$ cat src/rtl/bin_pkg.sv
// Shared definitions for the binarising frame controller: FSM encoding,
// gray-conversion coefficients and the reset threshold.
package bin_pkg;

    typedef enum logic [1:0] {
        ST_IDLE = 2'd0,
        ST_RUN  = 2'd1,
        ST_CALC = 2'd2,
        ST_DONE = 2'd3
    } state_t;

    localparam int GRAY_CR  = 30;
    localparam int GRAY_CG  = 59;
    localparam int GRAY_CB  = 11;
    localparam int GRAY_RND = 50;
    localparam int GRAY_DIV = 100;

    localparam int DEF_THRESH_INIT = 50;

endpackage

$ cat src/rtl/rgb2gray.sv
// Combinational luma approximation: (30R + 59G + 11B + 50) / 100, 8-bit result.
module rgb2gray
    import bin_pkg::*;
(
    input  logic [23:0] pix_rgb,
    output logic [7:0]  gray
);

    logic [15:0] wsum;

    // 16-bit intermediate: worst case 100*255 + 50 = 25550
    always_comb begin
        wsum = 16'(GRAY_CR) * {8'd0, pix_rgb[23:16]}
             + 16'(GRAY_CG) * {8'd0, pix_rgb[15:8]}
             + 16'(GRAY_CB) * {8'd0, pix_rgb[7:0]}
             + 16'(GRAY_RND);
        gray = 8'(wsum / 16'(GRAY_DIV));
    end

endmodule

$ cat src/rtl/bin_frame_ctrl.sv
// Frame binariser: thresholds an RGB pixel stream into a 1-bit stream and can
// derive the next frame's threshold from this frame's mean gray level.
module bin_frame_ctrl
    import bin_pkg::*;
#(
    parameter int H_ACT      = 640,
    parameter int V_ACT      = 480,
    parameter int DEF_THRESH = DEF_THRESH_INIT
) (
    input  logic        clk,
    input  logic        rst_n,
    input  logic        start,
    input  logic        cfg_auto,
    input  logic [7:0]  cfg_thresh,
    input  logic        pix_valid,
    output logic        pix_ready,
    input  logic [23:0] pix_rgb,
    output logic        bin_valid,
    input  logic        bin_ready,
    output logic        bin_data,
    output logic        bin_eol,
    output logic        bin_eof,
    output logic        busy,
    output logic        done,
    output logic [7:0]  thresh_cur
);

    localparam int NPIX = H_ACT * V_ACT;
    localparam int SW   = $clog2(NPIX * 255 + 1);
    localparam int DW   = $clog2(NPIX + 1);
    localparam int CW   = (H_ACT > 1) ? $clog2(H_ACT) : 1;
    localparam int RW   = (V_ACT > 1) ? $clog2(V_ACT) : 1;
    localparam int QCW  = $clog2(SW + 1);

    state_t          state_q;
    logic [CW-1:0]   col_q;
    logic [RW-1:0]   row_q;
    logic            all_acc_q;
    logic [SW-1:0]   sum_q;
    logic            bin_valid_q, bin_data_q, bin_eol_q, bin_eof_q;
    logic [7:0]      thresh_q;
    logic [DW-1:0]   rem_q;
    logic [SW-1:0]   quo_q;
    logic [QCW-1:0]  step_q;

    logic [7:0]      gray;
    logic            accept, out_xfer, last_col, last_row;
    logic [DW:0]     rem_sh;
    logic [DW-1:0]   rem_d;
    logic [SW-1:0]   quo_d;
    logic [7:0]      mean_d;

    rgb2gray u_gray (
        .pix_rgb (pix_rgb),
        .gray    (gray)
    );

    assign pix_ready  = (state_q == ST_RUN) && !all_acc_q && (!bin_valid_q || bin_ready);
    assign accept     = pix_valid && pix_ready;
    assign out_xfer   = bin_valid_q && bin_ready;
    assign last_col   = (col_q == CW'(H_ACT - 1));
    assign last_row   = (row_q == RW'(V_ACT - 1));

    assign bin_valid  = bin_valid_q;
    assign bin_data   = bin_data_q;
    assign bin_eol    = bin_eol_q;
    assign bin_eof    = bin_eof_q;
    assign thresh_cur = thresh_q;
    assign busy       = (state_q != ST_IDLE);
    assign done       = (state_q == ST_DONE);

    // One restoring-division step: dividend bits shift out of quo_q's MSB
    // while quotient bits shift in at its LSB.
    always_comb begin
        rem_sh = {rem_q, quo_q[SW-1]};
        rem_d  = rem_sh[DW-1:0];
        quo_d  = {quo_q[SW-2:0], 1'b0};
        if (rem_sh >= (DW+1)'(NPIX)) begin
            rem_d    = DW'(rem_sh - (DW+1)'(NPIX));
            quo_d[0] = 1'b1;
        end
        mean_d = (quo_d > SW'(255)) ? 8'hFF : quo_d[7:0];
    end

    always_ff @(posedge clk or negedge rst_n) begin
        if (!rst_n) begin
            state_q     <= ST_IDLE;
            col_q       <= '0;
            row_q       <= '0;
            all_acc_q   <= 1'b0;
            sum_q       <= '0;
            bin_valid_q <= 1'b0;
            bin_data_q  <= 1'b0;
            bin_eol_q   <= 1'b0;
            bin_eof_q   <= 1'b0;
            thresh_q    <= 8'(DEF_THRESH);
            rem_q       <= '0;
            quo_q       <= '0;
            step_q      <= '0;
        end else begin
            case (state_q)
                ST_IDLE: begin
                    if (start) begin
                        state_q   <= ST_RUN;
                        col_q     <= '0;
                        row_q     <= '0;
                        all_acc_q <= 1'b0;
                        sum_q     <= '0;
                        if (!cfg_auto) thresh_q <= cfg_thresh;
                    end
                end
                ST_RUN: begin
                    if (accept) begin
                        bin_valid_q <= 1'b1;
                        bin_data_q  <= (gray >= thresh_q);
                        bin_eol_q   <= last_col;
                        bin_eof_q   <= last_col && last_row;
                        sum_q       <= sum_q + SW'(gray);
                        if (last_col) begin
                            col_q <= '0;
                            row_q <= last_row ? '0 : row_q + RW'(1);
                            if (last_row) all_acc_q <= 1'b1;
                        end else begin
                            col_q <= col_q + CW'(1);
                        end
                    end else if (out_xfer) begin
                        bin_valid_q <= 1'b0;
                    end
                    if (out_xfer && bin_eof_q) begin
                        if (cfg_auto) begin
                            state_q <= ST_CALC;
                            quo_q   <= sum_q;
                            rem_q   <= '0;
                            step_q  <= '0;
                        end else begin
                            state_q <= ST_DONE;
                        end
                    end
                end
                ST_CALC: begin
                    rem_q  <= rem_d;
                    quo_q  <= quo_d;
                    step_q <= step_q + QCW'(1);
                    if (step_q == QCW'(SW - 1)) begin
                        thresh_q <= mean_d;
                        state_q  <= ST_DONE;
                    end
                end
                ST_DONE: state_q <= ST_IDLE;
                default: state_q <= ST_IDLE;
            endcase
        end
    end

endmodule

$ cat config.mk
export PLATFORM = sky130hd
export DESIGN_NAME = bin_frame_ctrl
export DESIGN_NICKNAME = d
export VERILOG_FILES = /design/src/rtl/bin_pkg.sv /design/src/rtl/rgb2gray.sv /design/src/rtl/bin_frame_ctrl.sv
export SDC_FILE = /design/constraint.sdc
export NUM_CORES = 1
export LEC_CHECK = 0
export BUFFER_PORTS_ARGS = -buffer_cell sky130_fd_sc_hd__buf_2
export CAP_MARGIN = 10
export CORE_MARGIN = 1.5
export CORE_UTILIZATION = 69
export CTS_CLUSTER_SIZE = 28
export DETAILED_ROUTE_END_ITERATION = 10
export PLACE_DENSITY = 0.94
export SLEW_MARGIN = 20
export SYNTH_ARGS = -nofsm -noshare
export SYNTH_HDL_FRONTEND = slang
export SYNTH_SLANG_ARGS = --single-unit
$ cat constraint.sdc
create_clock -name clk -period 4 [get_ports clk]
set_input_delay 0.4 -clock clk [delete_from_list [all_inputs] [get_ports clk]]
set_output_delay 0.4 -clock clk [all_outputs]
set_load 0.05 [all_outputs]
==> results of run 1 <==
synth_stat cells, types with 5 or more instances:
library cell / instances / area [um^2]
a21oi_1: 77 / 385
fa_1: 58 / 1160
or2_2: 5 / 31.3
nand3_1: 35 / 175
nand2b_1: 16 / 100
and3_1: 18 / 113
clkbuf_1: 32 / 120
nor2_1: 78 / 293
and2_1: 8 / 50.1
nor3_1: 34 / 170
o211ai_1: 12 / 90.1
xnor2_1: 26 / 228
dfrtp_1: 109 / 2730
o21ai_0: 89 / 445
nand2_1: 96 / 360
nand4_1: 7 / 43.8
a211oi_1: 13 / 97.6
o31ai_1: 9 / 67.6
inv_1: 137 / 514
a211oi_2: 5 / 62.6
a211o_1: 9 / 78.8
mux2i_1: 15 / 150
or3_1: 14 / 87.6
ha_1: 101 / 1260
a31oi_1: 8 / 50.1
nor2b_1: 7 / 43.8
o21ai_1: 10 / 50.1
o21bai_1: 18 / 135
o22ai_1: 30 / 188
a22o_1: 19 / 166
a21o_1: 20 / 150
nor4_1: 6 / 37.5
o21a_1: 13 / 97.6
xor2_1: 36 / 315
stage by stage:
step	cells	worst slack (ns)	util, %	TNS [ns]
floorplan	1255	-8.82	-	-236.22
global placement	1721	-9.12	86.0	-245.76
detailed placement	1721	-9.92	86.0	-267.38
CTS	1786	-9.28	94.2	-249.49
per-layer routing:
metal  global-route usage (%)  overflow
met1                     80.3         1
met2                     92.9         6
met3                     68.8         1
met4                     81.1         8
met5                     38.5         1
cell families after synthesis:
group                    count (synthesis)  share of synthesized area (%)
adder cells (fa/ha/maj)                162                           22.3
XOR/XNOR                                65                           5.53
AO/OA/AOI/OAI                          387                           24.3
buffers and inverters                  174                           6.07
flip-flops                             112                           25.4
AND/OR/NAND/NOR                        336                           14.6
multiplexers                            19                           1.80
repair_timing:
action / CTS
buffers inserted: 51
endpoints found under the setup margin: 28
pin swaps: 108
resized for setup: 113
==> metrics.cfg, run 1 <==
[yosys]
synthFlopType=dfrtp_1
synth_seq_cells=112
postSynthAreaPerCell_um2=8.79
synth_nets=1452
yosysUniqueCellTypes=86
ys_async_sr_fraction_pct=100
synth_edf_count=0
syn_area_um2=11000
ys_seq_area_share_pct=25.4
synthCells=1255
yosys_warnings=0

[clock_network]
cts.sinks=112
cts-buffers-inserted=9
cts_buffer_depth=2
htree_levels=3
cts-root-buf=clkbuf_16
cts_hold_repair.buffers=0

[floorplan]
io_pins=53
die_w_um=129
start_util_pct=69.9
die_h_um=129
rows=46

[status]
status=did not finish
stop_error=[ERROR GRT-0116] Global routing finished with congestion. Check the congestion regions in the DRC Viewer.
haltStage=5_1_grt

[global_routing]
grt_pass1_wl_um=99300
grt_max_degree=63
track_usage_pct=80.2
grt_pass1_vias=15969
grt-ovfl-total=17

[placement]
dpl.hpwl_um=26900
gp_congestion=0.963
io_buffers=52
place_area_um2=13600

==> run 2: changes to the inputs <==
--- a/config.mk
+++ b/config.mk
@@ -8,10 +8,9 @@
 export BUFFER_PORTS_ARGS = -buffer_cell sky130_fd_sc_hd__buf_2
 export CAP_MARGIN = 10
 export CORE_MARGIN = 1.5
-export CORE_UTILIZATION = 69
-export CTS_CLUSTER_SIZE = 28
+export CORE_UTILIZATION = 40
 export DETAILED_ROUTE_END_ITERATION = 10
-export PLACE_DENSITY = 0.94
+export PLACE_DENSITY_LB_ADDON = 0.15
 export SLEW_MARGIN = 20
 export SYNTH_ARGS = -nofsm -noshare
 export SYNTH_HDL_FRONTEND = slang
==> run 2 against run 1 <==
Net effect:
- the flow now finishes, with violations (negative setup slack)
- synthesized area stayed put
- synthesized cell count did not move
==> metrics.cfg, run 2 <==
[status]
status=finished, violations left
violations=negative setup slack

[placement]
place_area_um2=13800
place_ws_ns=-9.54
dpl.hpwl_um=21800
gp_congestion=0.879
io_buffers=52

[finish]
area_growth_pct=37.5
n_fill_cell=2458
drive_gt1_share_pct=34.9
utilization_pct=56.1
final_cell_mix=290 x buf_4, 129 x inv_1, 109 x dfrtp_1, 89 x ha_1, 85 x nand2_1
layout.nets=1777
finalInstanceArea_um2=15200
final_common_cell=buf_4
reg_top3=quo_q x27, sum_q x27, rem_q x19
antenna_cells=0

[yosys]
synth_nets=1452
ys_seq_area_share_pct=25.4
synth_seq_cells=112
syn_area_um2=11000
synth_top_area_share_pct=24.7
ys_async_sr_fraction_pct=100
synthFlopType=dfrtp_1
synth_edf_count=0
yosys_warnings=0
synthTopCellsByCount=137 x inv_1, 109 x dfrtp_1, 101 x ha_1, 96 x nand2_1, 89 x o21ai_0
yosysMostFrequentCell=inv_1
synthCells=1255
synth_area_leaders=dfrtp_1 25%, ha_1 11%, fa_1 11%, inv_1 4.7%, o21ai_0 4.0%
yosys.area.top_type=dfrtp_1
yosysUniqueCellTypes=86
postSynthAreaPerCell_um2=8.79

[critical_path]
cp_slowest_stage_delay_ns=0.57
setup.worst_path.start_class=primary input
crit_arrival_ns=13.31
cpMaxStageDelayCell=fa_2
cp_data_required_time_ns=4.24
cp_common_cell=buf_4
r2r_slack_ns=1.03
critPathCaptureType=flip-flop
crit_fanout=5
critPathKind=in2reg

[sta]
rsz0062_at_grt=yes
slew_headroom_pct=43.6
finalHoldViolations=0
drv_slew=0
setup_viol=28
period_share_pct=327
post-route-min-period_ns=13.08
fin_ws_ns=-9.08
fmax_ghz=0.0765
skew_ns=0.00814
tightest_slew_ns=0.847
whs_ns=0.119

[drt]
vias=10220
routed_wl_um=29400
detail_route.wl_per_cell_um=15.3
drc=0
via_per_inst=5.31
first_pass_iters=5
dr.first_iter.drc_count=559
detail-route-antenna-nets=0

[hold_path]
hold_class=in2async

[global_routing]
grt_pass1_wl_um=49800
track_usage_pct=21.1
antenna_found_initial=0
grt-ovfl-total=0
grt_max_degree=61
grt_pass1_vias=10340

[floorplan]
rows=60
start_util_pct=40.8
fp.dieArea_um2=28600
die_w_um=169
core_area_um2=27000
io_pins=53
die_h_um=169

[clock_network]
cts-root-buf=clkbuf_16
cts.clk_slew.worst_paths_ns=0.08
clk_latency_ns=0.35
cts.sinks=112
cts-buffers-inserted=9
htree_levels=3
cts_buffer_depth=2
cts_tree=built

[flow_run]
maxCapViolations=0

[run 2: cell counts after synthesis]
No cell type changed its count.
[run 2: critical path, delay by kind of cell]
kind / cells / cell delay [ns]
adder cells (fa/ha/maj): 10 / 3.93
AO/OA/AOI/OAI: 25 / 5.49
AND/OR/NAND/NOR: 9 / 0.84
buffers and inverters: 14 / 1.80
XOR/XNOR: 3 / 0.48
multiplexers: 1 / 0.35
[run 2: cell type report]
type	count	area, um^2	area share (%)
timing repair buffer	351	2580	17.0
clock buffer	10	229	1.51
inverter	137	514	3.39
multi-input combinational	969	8560	56.5
sequential	112	2810	18.5
tap	341	427	2.81
clock inverter	6	46.3	0.305
[run 2: worst paths after layout]
path                                from       endpoint  depth (start not counted)
setup / recovery             pix_rgb[18]      sum_q[26]                         62
hold / removal                     rst_n      rem_q[16]                          1
setup reg to reg              state_q[1]       col_q[9]                         13
hold reg to reg                  bin_eol        bin_eol                          1
max in group asynchronous          rst_n  thresh_cur[5]                          2
min in group clk           cfg_thresh[5]  thresh_cur[5]                          3
[run 2: cell families (layout without fill, tap and decap cells)]
family	Yosys count	after routing	share of synthesized area, %
adders and majority gates	162	162	22.3
muxes	19	19	1.80
and+or+nand+nor	336	336	14.6
xor gates and xnor gates	65	65	5.53
buffers and inverters	174	504	6.07
DFF	112	112	25.4
AOI/OAI and AO/OA	387	387	24.3
[run 2: routing by layer]
layer / track usage [%] / routed length [um] / vias up
li1: - / - / 5123
met1: 29.8 / 14600 / 4924
met2: 35.9 / 13900 / 148
met3: 1.36 / 603 / 25
met4: 3.73 / 337 / 0
met5: 0 / 0 / -
[run 2: through the flow]
stage          TNS [ns]  instances
2_1_floorplan   -236.22       1255
3_3_place_gp    -254.62       1858
3_5_place_dp    -257.47       1858
4_1_cts         -240.52       1903
5_1_grt         -262.38       1926
6_report        -245.58       1926
[run 2: timing repair]
item / CTS / global route
hold buffers: 0 / 0
endpoints found under the setup margin: 28 / 28
setup buffers: 30 / 28
gates resized for setup: 60 / 72
pin swaps: 73 / 64
hold endpoints to repair: 0 / 0
Power of run 2 is left out: the tool's default activity adds up to more than one toggle a clock period on the data nets, which glitch-free logic cannot reach.
==> run 3: changes to the inputs <==
--- a/config.mk
+++ b/config.mk
@@ -5,12 +5,14 @@
 export SDC_FILE = /design/constraint.sdc
 export NUM_CORES = 1
 export LEC_CHECK = 0
+export ABC_AREA = 1
 export BUFFER_PORTS_ARGS = -buffer_cell sky130_fd_sc_hd__buf_2
 export CAP_MARGIN = 10
 export CORE_MARGIN = 1.5
-export CORE_UTILIZATION = 40
+export CORE_UTILIZATION = 32
 export DETAILED_ROUTE_END_ITERATION = 10
 export PLACE_DENSITY_LB_ADDON = 0.15
+export RECOVER_POWER = 50
 export SLEW_MARGIN = 20
 export SYNTH_ARGS = -nofsm -noshare
 export SYNTH_HDL_FRONTEND = slang
==> run 3 against run 2 <==
Net effect:
- the run ends with max-capacitance violations, max-slew violations, negative setup slack left
- first-iteration DRC count is 20% lower
- setup slack better by 1.5 ns
- register-to-register slack worse by 0.46 ns
- sequential cell count stayed put
- fmax is 13% higher
- worst hold slack better by 0.25 ns
- routed wire length is 11% lower
- synthesized area is 4.3% lower
- sequential share of layout area is 0.78 points higher
- global-route usage is 4.9 points lower
==> metrics.cfg, run 3 <==
[drt]
drc=0
detail-route-antenna-nets=0
routed_wl_um=26100
met2_length_um=12800
wl_met3_um=402
via_per_inst=4.59
detail_route.wl_per_cell_um=12.6
vias=9464
top_layer_used=met4
first_pass_iters=5
dr.first_iter.drc_count=447
met1_length_um=12600

[sta]
fin_ws_ns=-7.54
finalHoldViolations=0
slew_headroom_pct=-17.1
skew_ns=0.0124
period_share_pct=289
fmax_ghz=0.0866
drv_slew=96
rsz0062_at_grt=yes
setup_viol=28
post-route-min-period_ns=11.54
tightest_slew_ns=1.76

[finish]
area_growth_pct=37.9
final_cell_mix=256 x inv_1, 219 x buf_4, 196 x nand2_1, 109 x dfrtp_1, 84 x ha_1
final_common_cell=inv_1
reg_top3=quo_q x27, sum_q x27, rem_q x19
drive_gt1_share_pct=34.5
layout.nets=1814
n_fill_cell=3264

[yosys]
yosysMostFrequentCell=inv_1
synth_top_area_share_pct=25.9
ys_async_sr_fraction_pct=100
yosys_warnings=0
synth_seq_cells=112
ys_seq_area_share_pct=26.6
syn_area_um2=10600
synth_nets=1541
postSynthAreaPerCell_um2=7.85
synthTopCellsByCount=274 x inv_1, 236 x nand2_1, 109 x dfrtp_1, 101 x ha_1, 73 x nor2_1
synth_edf_count=0
synthFlopType=dfrtp_1
synthCells=1344
synth_area_leaders=dfrtp_1 26%, ha_1 12%, fa_1 11%, inv_1 9.7%, nand2_1 8.4%
yosysUniqueCellTypes=53
yosys.area.top_type=dfrtp_1

[placement]
io_buffers=52
place_ws_ns=-8.14
gp_congestion=0.813
dpl.hpwl_um=20500

[global_routing]
antenna_found_initial=1
grt_pass1_wl_um=45300
grt_pass1_vias=9752
grt-ovfl-total=0
grt_max_degree=64
track_usage_pct=16.2

[clock_network]
cts-buffers-inserted=9
cts.sinks=112
htree_levels=3
cts_hold_repair.buffers=0
clk_latency_ns=0.36
cts-root-buf=clkbuf_16
cts_tree=built
cts.clk_slew.worst_paths_ns=0.08
cts_buffer_depth=2

[floorplan]
io_pins=53
die_w_um=185
die_h_um=185
rows=66
start_util_pct=32.5
fp.dieArea_um2=34100
core_area_um2=32500

[hold_path]
hold_class=in2reg

[critical_path]
cp_common_cell=nand2_4
cp_slowest_stage_delay_ns=0.55
critPathCaptureType=flip-flop
cp_data_required_time_ns=4.25
critPathKind=in2reg
setup.worst_path.start_class=primary input
crit_arrival_ns=11.79
crit_fanout=8
cpMaxStageDelayCell=fa_1

[status]
violations=max-capacitance violations, max-slew violations, negative setup slack
status=finished, violations left

[flow_run]
maxCapViolations=2

## run 3: cell count changes in the layout (fill, tap and decap cells not counted), moves of 35 or more
cell / change
nand2_4: +35
inv_1: +127
buf_4: -71
o21ai_0: -44
nand2_2: +43
nand2_1: +111
## run 3: logic make-up (layout without fill, tap and decap cells)
group / after synthesis / after routing / synth area share, %
other: 0 / 1 / 0
buffers and inverters: 308 / 585 / 11.0
xor gates and xnor gates: 40 / 40 / 3.39
DFF: 112 / 112 / 26.6
adders and majority gates: 159 / 159 / 23.0
and+or+nand+nor: 512 / 512 / 23.7
AOI/OAI and AO/OA: 213 / 213 / 12.3
## run 3: area by class of cell
type / count / area, um^2 / area share (%)
inverter: 290 / 1100 / 7.53
tap: 442 / 553 / 3.80
sequential: 112 / 2810 / 19.3
clock inverter: 6 / 76.3 / 0.525
antenna: 1 / 2.50 / 0.0172
clock buffer: 9 / 225 / 1.55
multi-input combinational: 924 / 7740 / 53.2
timing repair buffer: 280 / 2050 / 14.1
## run 3: metrics by stage
| stage | instance area, um^2 | hold slack, ns | util [%] | setup TNS [ns] | instances |
|---|---|---|---|---|---|
| 5_1_grt | 14500 | 0.389 | 44.8 | -209.41 | 2064 |
| 4_1_cts | 14200 | 0.172 | 43.6 | -190.02 | 2065 |
| 3_3_place_gp | 13100 | 0.449 | 40.5 | -207.09 | 2013 |
| 3_5_place_dp | 13100 | 0.458 | 40.5 | -207.16 | 2013 |
| 6_report | 14500 | 0.373 | 44.8 | -189.80 | 2064 |
| 2_1_floorplan | 10900 | 0.104 | - | -175.11 | 1344 |
## run 3: worst max-delay path, delay by kind of cell
family | cells | cell delay [ns]
AO/OA/AOI/OAI | 7 | 0.89
XOR/XNOR | 2 | 0.33
adder cells (fa/ha/maj) | 10 | 4.09
buffers and inverters | 20 | 1.46
AND/OR/NAND/NOR | 48 | 4.59
## run 3: routing by layer
metal	vias to the layer above	global-route usage, %
met5	-	0
met4	0	3.67
met3	21	1.28
met2	86	29.0
met1	4480	21.1
li1	4877	-
## run 3: what timing repair did
action,in CTS,in global routing
pin swaps,42,48
endpoints found under the setup margin,28,29
endpoints found under the hold margin,0,0
gates resized for setup,94,105
setup buffers,37,10
gates cloned,0,0
## run 3: path summary, 6_finish.rpt
path | start | endpoint | slack, ns | cells past startpoint
setup reg to reg | state_q[1] | row_q[8] | 0.57 | 19
min in group asynchronous | rst_n | rem_q[2] | 0.43 | 1
setup / recovery | pix_rgb[8] | sum_q[15] | -7.54 | 87
hold reg to reg | col_q[9] | col_q[9] | 0.47 | 1
max in group asynchronous | rst_n | sum_q[26] | 1.19 | 2
hold / removal | bin_ready | bin_valid | 0.37 | 4
Power of run 3 is left out for the same reason.
